`src/rtl/nibble_serial_subtractor.sv`:
```
// nibble_serial_subtractor: computes D = A - B - Bin over WIDTH bits.
// It processes one 4-bit nibble per clock, starting with the LSB nibble.
// A borrow register carries the borrow from one nibble to the next.
// Operands are taken in and results are handed off with valid/ready handshakes.
// Optional feature: define NIBBLE_SUB_OVERFLOW_FLAG_EN to add the registered
// signed-overflow output ovf.
//
// state | meaning
// IDLE  | waiting for operands; in_ready=1
// RUN   | subtracting nibble idx; the result builds up in D
// DONE  | result held; out_valid=1 until out_ready
module nibble_serial_subtractor #(
  parameter int WIDTH = 32
) (
  input  logic             clk,
  input  logic             rst,
  input  logic             in_valid,
  output logic             in_ready,
  input  logic [WIDTH-1:0] A,
  input  logic [WIDTH-1:0] B,
  input  logic             Bin,
  output logic             out_valid,
  input  logic             out_ready,
  output logic [WIDTH-1:0] D,
`ifdef NIBBLE_SUB_OVERFLOW_FLAG_EN
  output logic             ovf,
`endif
  output logic             Bout
);

  localparam int N  = WIDTH / 4;
  localparam int IW = (N > 1) ? $clog2(N) : 1;
  localparam logic [IW-1:0] LAST = IW'(N - 1);

  typedef enum logic [1:0] {IDLE, RUN, DONE} state_t;

  state_t           state;
  logic [IW-1:0]    idx;
  logic             borrow;
  logic [WIDTH-1:0] a_reg;
  logic [WIDTH-1:0] b_reg;
  logic [WIDTH-1:0] a_sh;
  logic [WIDTH-1:0] b_sh;
  logic [4:0]       diff;

  // Select the current nibble and do a 5-bit subtract; bit 4 is the borrow out
  always_comb begin
    a_sh = a_reg >> {idx, 2'b00};
    b_sh = b_reg >> {idx, 2'b00};
    diff = {1'b0, a_sh[3:0]} - {1'b0, b_sh[3:0]} - {4'b0000, borrow};
  end

  // Ready only when idle; a held reset blocks accepts straight away
  always_comb begin
    in_ready = (state == IDLE) && !rst;
  end

  // Sequencer: capture the operands, ripple the nibbles, hold the result until consumed
  always_ff @(posedge clk or posedge rst) begin
    if (rst) begin
      state     <= IDLE;
      idx       <= '0;
      borrow    <= 1'b0;
      a_reg     <= '0;
      b_reg     <= '0;
      D         <= '0;
      Bout      <= 1'b0;
      out_valid <= 1'b0;
`ifdef NIBBLE_SUB_OVERFLOW_FLAG_EN
      ovf       <= 1'b0;
`endif
    end else begin
      case (state)
        IDLE: begin
          if (in_valid) begin
            a_reg  <= A;
            b_reg  <= B;
            borrow <= Bin;
            idx    <= '0;
            state  <= RUN;
          end
        end
        RUN: begin
          for (int n = 0; n < N; n++) begin
            if (idx == IW'(n)) D[4*n +: 4] <= diff[3:0];
          end
          borrow <= diff[4];
          if (idx == LAST) begin
            Bout      <= diff[4];
`ifdef NIBBLE_SUB_OVERFLOW_FLAG_EN
            // The MSB of the finished D is bit 3 of this final nibble
            ovf       <= (a_reg[WIDTH-1] != b_reg[WIDTH-1]) &&
                         (diff[3] != a_reg[WIDTH-1]);
`endif
            out_valid <= 1'b1;
            idx       <= '0;
            state     <= DONE;
          end else begin
            idx <= idx + 1'b1;
          end
        end
        DONE: begin
          if (out_ready) begin
            out_valid <= 1'b0;
            state     <= IDLE;
          end
        end
        default: begin
          out_valid <= 1'b0;
          state     <= IDLE;
        end
      endcase
    end
  end

endmodule

```
`config.mk`:
```
export PLATFORM = sky130hd
export DESIGN_NAME = nibble_serial_subtractor
export DESIGN_NICKNAME = d
export VERILOG_FILES = /design/src/rtl/nibble_serial_subtractor.sv
export SDC_FILE = /design/constraint.sdc
export NUM_CORES = 1
export LEC_CHECK = 0
export ABC_CLOCK_PERIOD_IN_PS = 3900
export BUFFER_PORTS_ARGS = -buffer_cell sky130_fd_sc_hd__buf_4
export CORE_ASPECT_RATIO = 1.5
export CORE_UTILIZATION = 35
export DETAILED_ROUTE_END_ITERATION = 10
export GPL_TIMING_DRIVEN = 0
export PLACE_DENSITY_LB_ADDON = 0.08
export SLEW_MARGIN = 20
export SYNTH_ARGS = -nofsm -noshare
export SYNTH_HDL_FRONTEND = slang
export SYNTH_SLANG_ARGS = --single-unit
```
`constraint.sdc`:
```
create_clock -name clk -period 3.9 [get_ports clk]
set_input_delay 0.78 -clock clk [delete_from_list [all_inputs] [get_ports clk]]
set_output_delay 0.78 -clock clk [all_outputs]
set_load 0.01 [all_outputs]
```
# Yosys cells after proc, flatten, opt, wreduce, memory -nomap -nowiden

Index checks and enable logic that the tools add are counted.

Input bits: 69
Bits in registers: 104
Word-level logic and storage cells: 62
Output and inout port bits: 35

Add/subtract/negate cells: 3
Muxes and demuxes: 12
Eq/ne operators: 12
Bitwise logic cells: 1
Shifts and indexed selects: 2
Reduce and logical (&&, ||, !) cells: 17

Operator list:

| cell                  | count |
|---|---|
| $shr A32 B5 Y4        | 2 |
| $reduce_and A2 Y1     | 10 |
| $eq A3 B3 Y1 const B  | 4 |
| $eq A3 B2 Y1 const B  | 2 |
| $mux W2               | 3 |
| $mux W3               | 2 |
| $ne A2 B2 Y1 const B  | 3 |
| $pmux W2 S3           | 1 |
| $pmux W3 S2           | 1 |
| $reduce_and A3 Y1     | 2 |
| $sub A4 B4 Y5         | 1 |
| $sub A5 B1 Y5         | 1 |
| $add A3 B1 Y3 const B | 1 |
| $eq A3 B1 Y1 const B  | 1 |
| $logic_not A3 Y1      | 1 |
| $mux W1               | 3 |
| $pmux W1 S3           | 1 |
| $eq A2 B1 Y1 const B  | 1 |
| $eq A2 B2 Y1 const B  | 1 |
| $logic_not A2 Y1      | 1 |
| $pmux W1 S2           | 1 |
| $reduce_bool A2 Y1    | 1 |
| $logic_and A1 B1 Y1   | 1 |
| $logic_not A1 Y1      | 1 |
| $not A1 Y1            | 1 |

# Logic depth before layout (Yosys ltp)

Depth in word-level cells: 4
Mapped depth: 12
Mapped depth without buffers: 10

# Least setup slack after synthesis

No wires, ideal clock.

Kind: reg2reg
From: register idx[0]
To: register D[23]
Required time: 3764 ps
Cell stages (with the launch flop): 13
Setup slack: 1103 ps
Clock period less this slack: 2797 ps
Buffers on the path: 3
Data arrival time: 2661 ps
Cell sequence: dfrtp_1 > buf_6 > buf_2 > mux4_2 > mux2i_1 > ha_1 > inv_1 > ha_1 > clkbuf_1 > nand3b_1 > nor2_1 > mux2i_1 > o211ai_1

Word-level cells in the longest chain between the ends: 3
Elaborated cells between the ends (all ways): 6
Classes of those cells: add/sub: 2; eq/ne: 1; shift: 2; reduce/logical: 1

Ends and longest elaborated chain:

| element                           | RTL line | text |
|---|---|---|
| start, declared                   | 38       | `logic [IW-1:0] idx;` |
| start signal, assigned            | 99       | `idx <= idx + 1'b1;` |
| $shr A32 B5 Y4 (on tied branches) | 48, 49   |  |
| $sub A4 B4 Y5                     | 50       | `diff = {1'b0, a_sh[3:0]} - {1'b0, b_sh[3:0]} - {4'b0000, borrow};` |
| $sub A5 B1 Y5                     | 50       |  |
| end signal, assigned by index     | 85       | `if (idx == IW'(n)) D[4*n +: 4] <= diff[3:0];` |
| end, declared                     | 24       | `output logic [WIDTH-1:0] D,` |

Several ways; a longest one is shown, not always the timed one.
A chain may end at the register's enable or synchronous reset.

# Worst setup path after layout

Same ends and word-level chain as after synthesis.

==> results_dict.tcl <==
set metrics [dict create \
    status "finished, violations left" \
    failed_checks "DRC" \
    wl_um 11300 \
    postCtsSetupBuffers 0 \
    worstPathArrival_ns 3.76 \
    r2r.worst_path.cells 12 \
    vias 3238 \
    setup-violations-final 0 \
    syn_nets 444 \
    setup_slack_ns 0.391 \
    layout.nets 558 \
    synth_area_um2 4870 \
    gpl.final_weighted_congestion 0.738 \
    postRouteAntennaNets 0 \
    worstMarginPinSlew_ns 0.682 \
    io_buffers 103 \
    cts_made_buffers 9 \
    critPathSlowestCell "mux4_2" \
    fin_crit_ns 3.51 \
    drv_slew 0 \
    finalCritPeriodShare_pct 90.0 \
    synthFlopType "dfrtp_1" \
    die_area_um2 14400 \
    cp_cell_sequence "buf_6, buf_2, mux4_2, mux2i_1, ha_1, inv_1, ha_1, clkbuf_1, nand3b_1, nor2_1, mux2i_1, o211ai_1" \
    viasPerCell 5.03 \
    cts.reportedPaths.clkPinSlew_ns 0.07 \
    start_kind "register" \
    ys_async_sr_fraction_pct 100 \
    die_y_um 146 \
    tns_ns 0 \
    initial_core_util_pct 36.0 \
    grtUsageTotal_pct 16.9 \
    skew_ns 0.00705 \
    core_area_um2 13500 \
    synth.avg_cell_area_um2 13.4 \
    p_leak_nw 2.75 \
    final_common_cell "dfrtp_1" \
    grt_pass1_vias 3466 \
    cts-hold-fix-buffers 0 \
    power_density_nw_per_um2 995 \
    ys_seq_elements 104 \
    grt_start_max_net_pins 57 \
    maxCapViolations 0 \
    syn_inst 363 \
    clk-insertion-delay-late_ns 0.35 \
    layout-drive-gt1-share_pct 45.2 \
    die_w_um 98.3 \
    drc 2 \
    path_class "register to register" \
    post_drt_wl_per_cell_um 17.5 \
    max_stage_delay_ns 0.56 \
    hold_class "input port to asynchronous set/reset pin" \
    rows 52 \
    final_cell_mix "dfrtp_1 (104), buf_4 (103), mux2_2 (73), nand2_1 (32), o21ai_0 (20)" \
    seq_area_frac_synth_pct 53.4 \
    r2r_end "D[23]" \
    ff2ff_setup_slack_ns 0.39 \
    antenna_found_initial 0 \
    dp_hpwl_um 8410 \
    crit_required_ns 4.15 \
    dpl_worst_slack_ns 0.172 \
    ys_warn_count 0 \
    synth_top_area_cell "dfrtp_1" \
    max_freq_ghz 0.285 \
    grt_setup_unrepaired "no" \
    timing.rr.start "idx[0]" \
    area_growth_pct 26.6 \
    cts_tree "built" \
    cts_resized 0 \
    total_power_mw 6.14 \
    critPathMaxFanout 10 \
    slew_headroom_pct 54.2 \
    final-hold-violation-count 0 \
    synth_cell_types 37 \
    grt_first_pass_wirelength_um 18600 \
    synth_edf_count 0 \
    cp-end-kind "register" \
    ir_drop_mv 0.426 \
    ios 104 \
    cts-root-buf "clkbuf_16" \
    cts_buffer_depth 2 \
    gr-total-overflow 0 \
    n_antenna_cell 0 \
    cts-htree-levels 3 \
    synthDominantCellAreaShare_pct 53.4 \
    ys_top_cells_by_area "dfrtp_1 (53%), mux2_2 (17%), mux4_2 (4.2%)" \
    drtIter0Drc 115 \
    first_pass_iters 9 \
    cts_num_sinks 104 \
]
-- report_power, final --
part	switching (mW)	total, mW	internal (mW)
clock	0.395	0.894	0.499
sequential	0.269	1.90	1.63
combinational	1.80	3.34	1.54
total	2.47	6.14	3.67
-- routing by layer --
layer | routed length [um] | share of wire [%] | global-route usage (%) | vias to the layer above
li1 | - | - | - | 1550
met1 | 4760 | 42 | 19.6 | 1604
met2 | 5890 | 52 | 30.6 | 75
met3 | 428 | 3.8 | 3.35 | 9
met4 | 183 | 1.6 | 5.82 | 0
met5 | 0 | 0 | 0 | -
-- worst max path at each step --
stage	start	slack, ns	depth (start not counted)	to
after floorplan	rst	0.39	1	Bout
after global placement	rst	-1.02	2	a_reg[14]
after global routing	idx[0]	0.07	10	D[7]
final	idx[0]	0.39	12	D[23]
after detailed placement	idx[1]	0.17	12	D[23]
after CTS	idx[1]	0.15	12	D[23]
-- synth_stat cells (6+ instances only) --
master	n
a211oi_1	7
buf_2	11
nor2_1	12
or3_1	6
mux2_2	73
nor3_1	9
inv_1	7
clkbuf_1	9
o21ai_0	20
mux4_1	7
dfrtp_1	104
mux4_2	9
nand2_1	32
ha_1	10
-- final cells by class --
type / instances / area, um^2
Sequential cell: 104 / 2600
Clock buffer: 11 / 233
Tap cell: 162 / 203
Fill cell: 1299 / 7370
Clock inverter: 5 / 56.3
Multi-Input combinational cell: 227 / 2120
Timing Repair Buffer: 104 / 801
Inverter: 9 / 41.3
Buffer: 22 / 111
-- critical path: cells and delay by family (launching register included) --
family | cells | cell delay (ns)
flip-flops | 1 | 0.41
AO/OA/AOI/OAI | 1 | 0.09
buffers and inverters | 4 | 1.00
adder cells (fa/ha/maj) | 2 | 0.46
AND/OR/NAND/NOR | 2 | 0.53
multiplexers | 3 | 0.90
-- stage by stage --
| step | std cells | hold slack, ns | util (%) | area, um^2 |
|---|---|---|---|---|
| final | 644 | 0.460 | 45.6 | 6160 |
| after CTS | 645 | 0.484 | 45.6 | 6170 |
| after detailed placement | 629 | 0.471 | 43.4 | 5880 |
| after global placement | 628 | 0.463 | 43.2 | 5850 |
| after floorplan | 363 | 0.472 | - | 4870 |
| after global routing | 644 | 0.503 | 45.6 | 6160 |
-- cell families (layout without fill, tap and decap cells) --
kind of cell | after synthesis | count (layout) | synth area share, %
DFF | 104 | 104 | 53.4
muxes | 95 | 95 | 26.3
AOI/OAI and AO/OA | 41 | 41 | 5.24
and+or+nand+nor | 77 | 77 | 8.17
buffers and inverters | 32 | 151 | 3.11
adders and majority gates | 12 | 12 | 3.39
xor gates and xnor gates | 2 | 2 | 0.360
No activity file was read; power rests on OpenSTA's default activity.
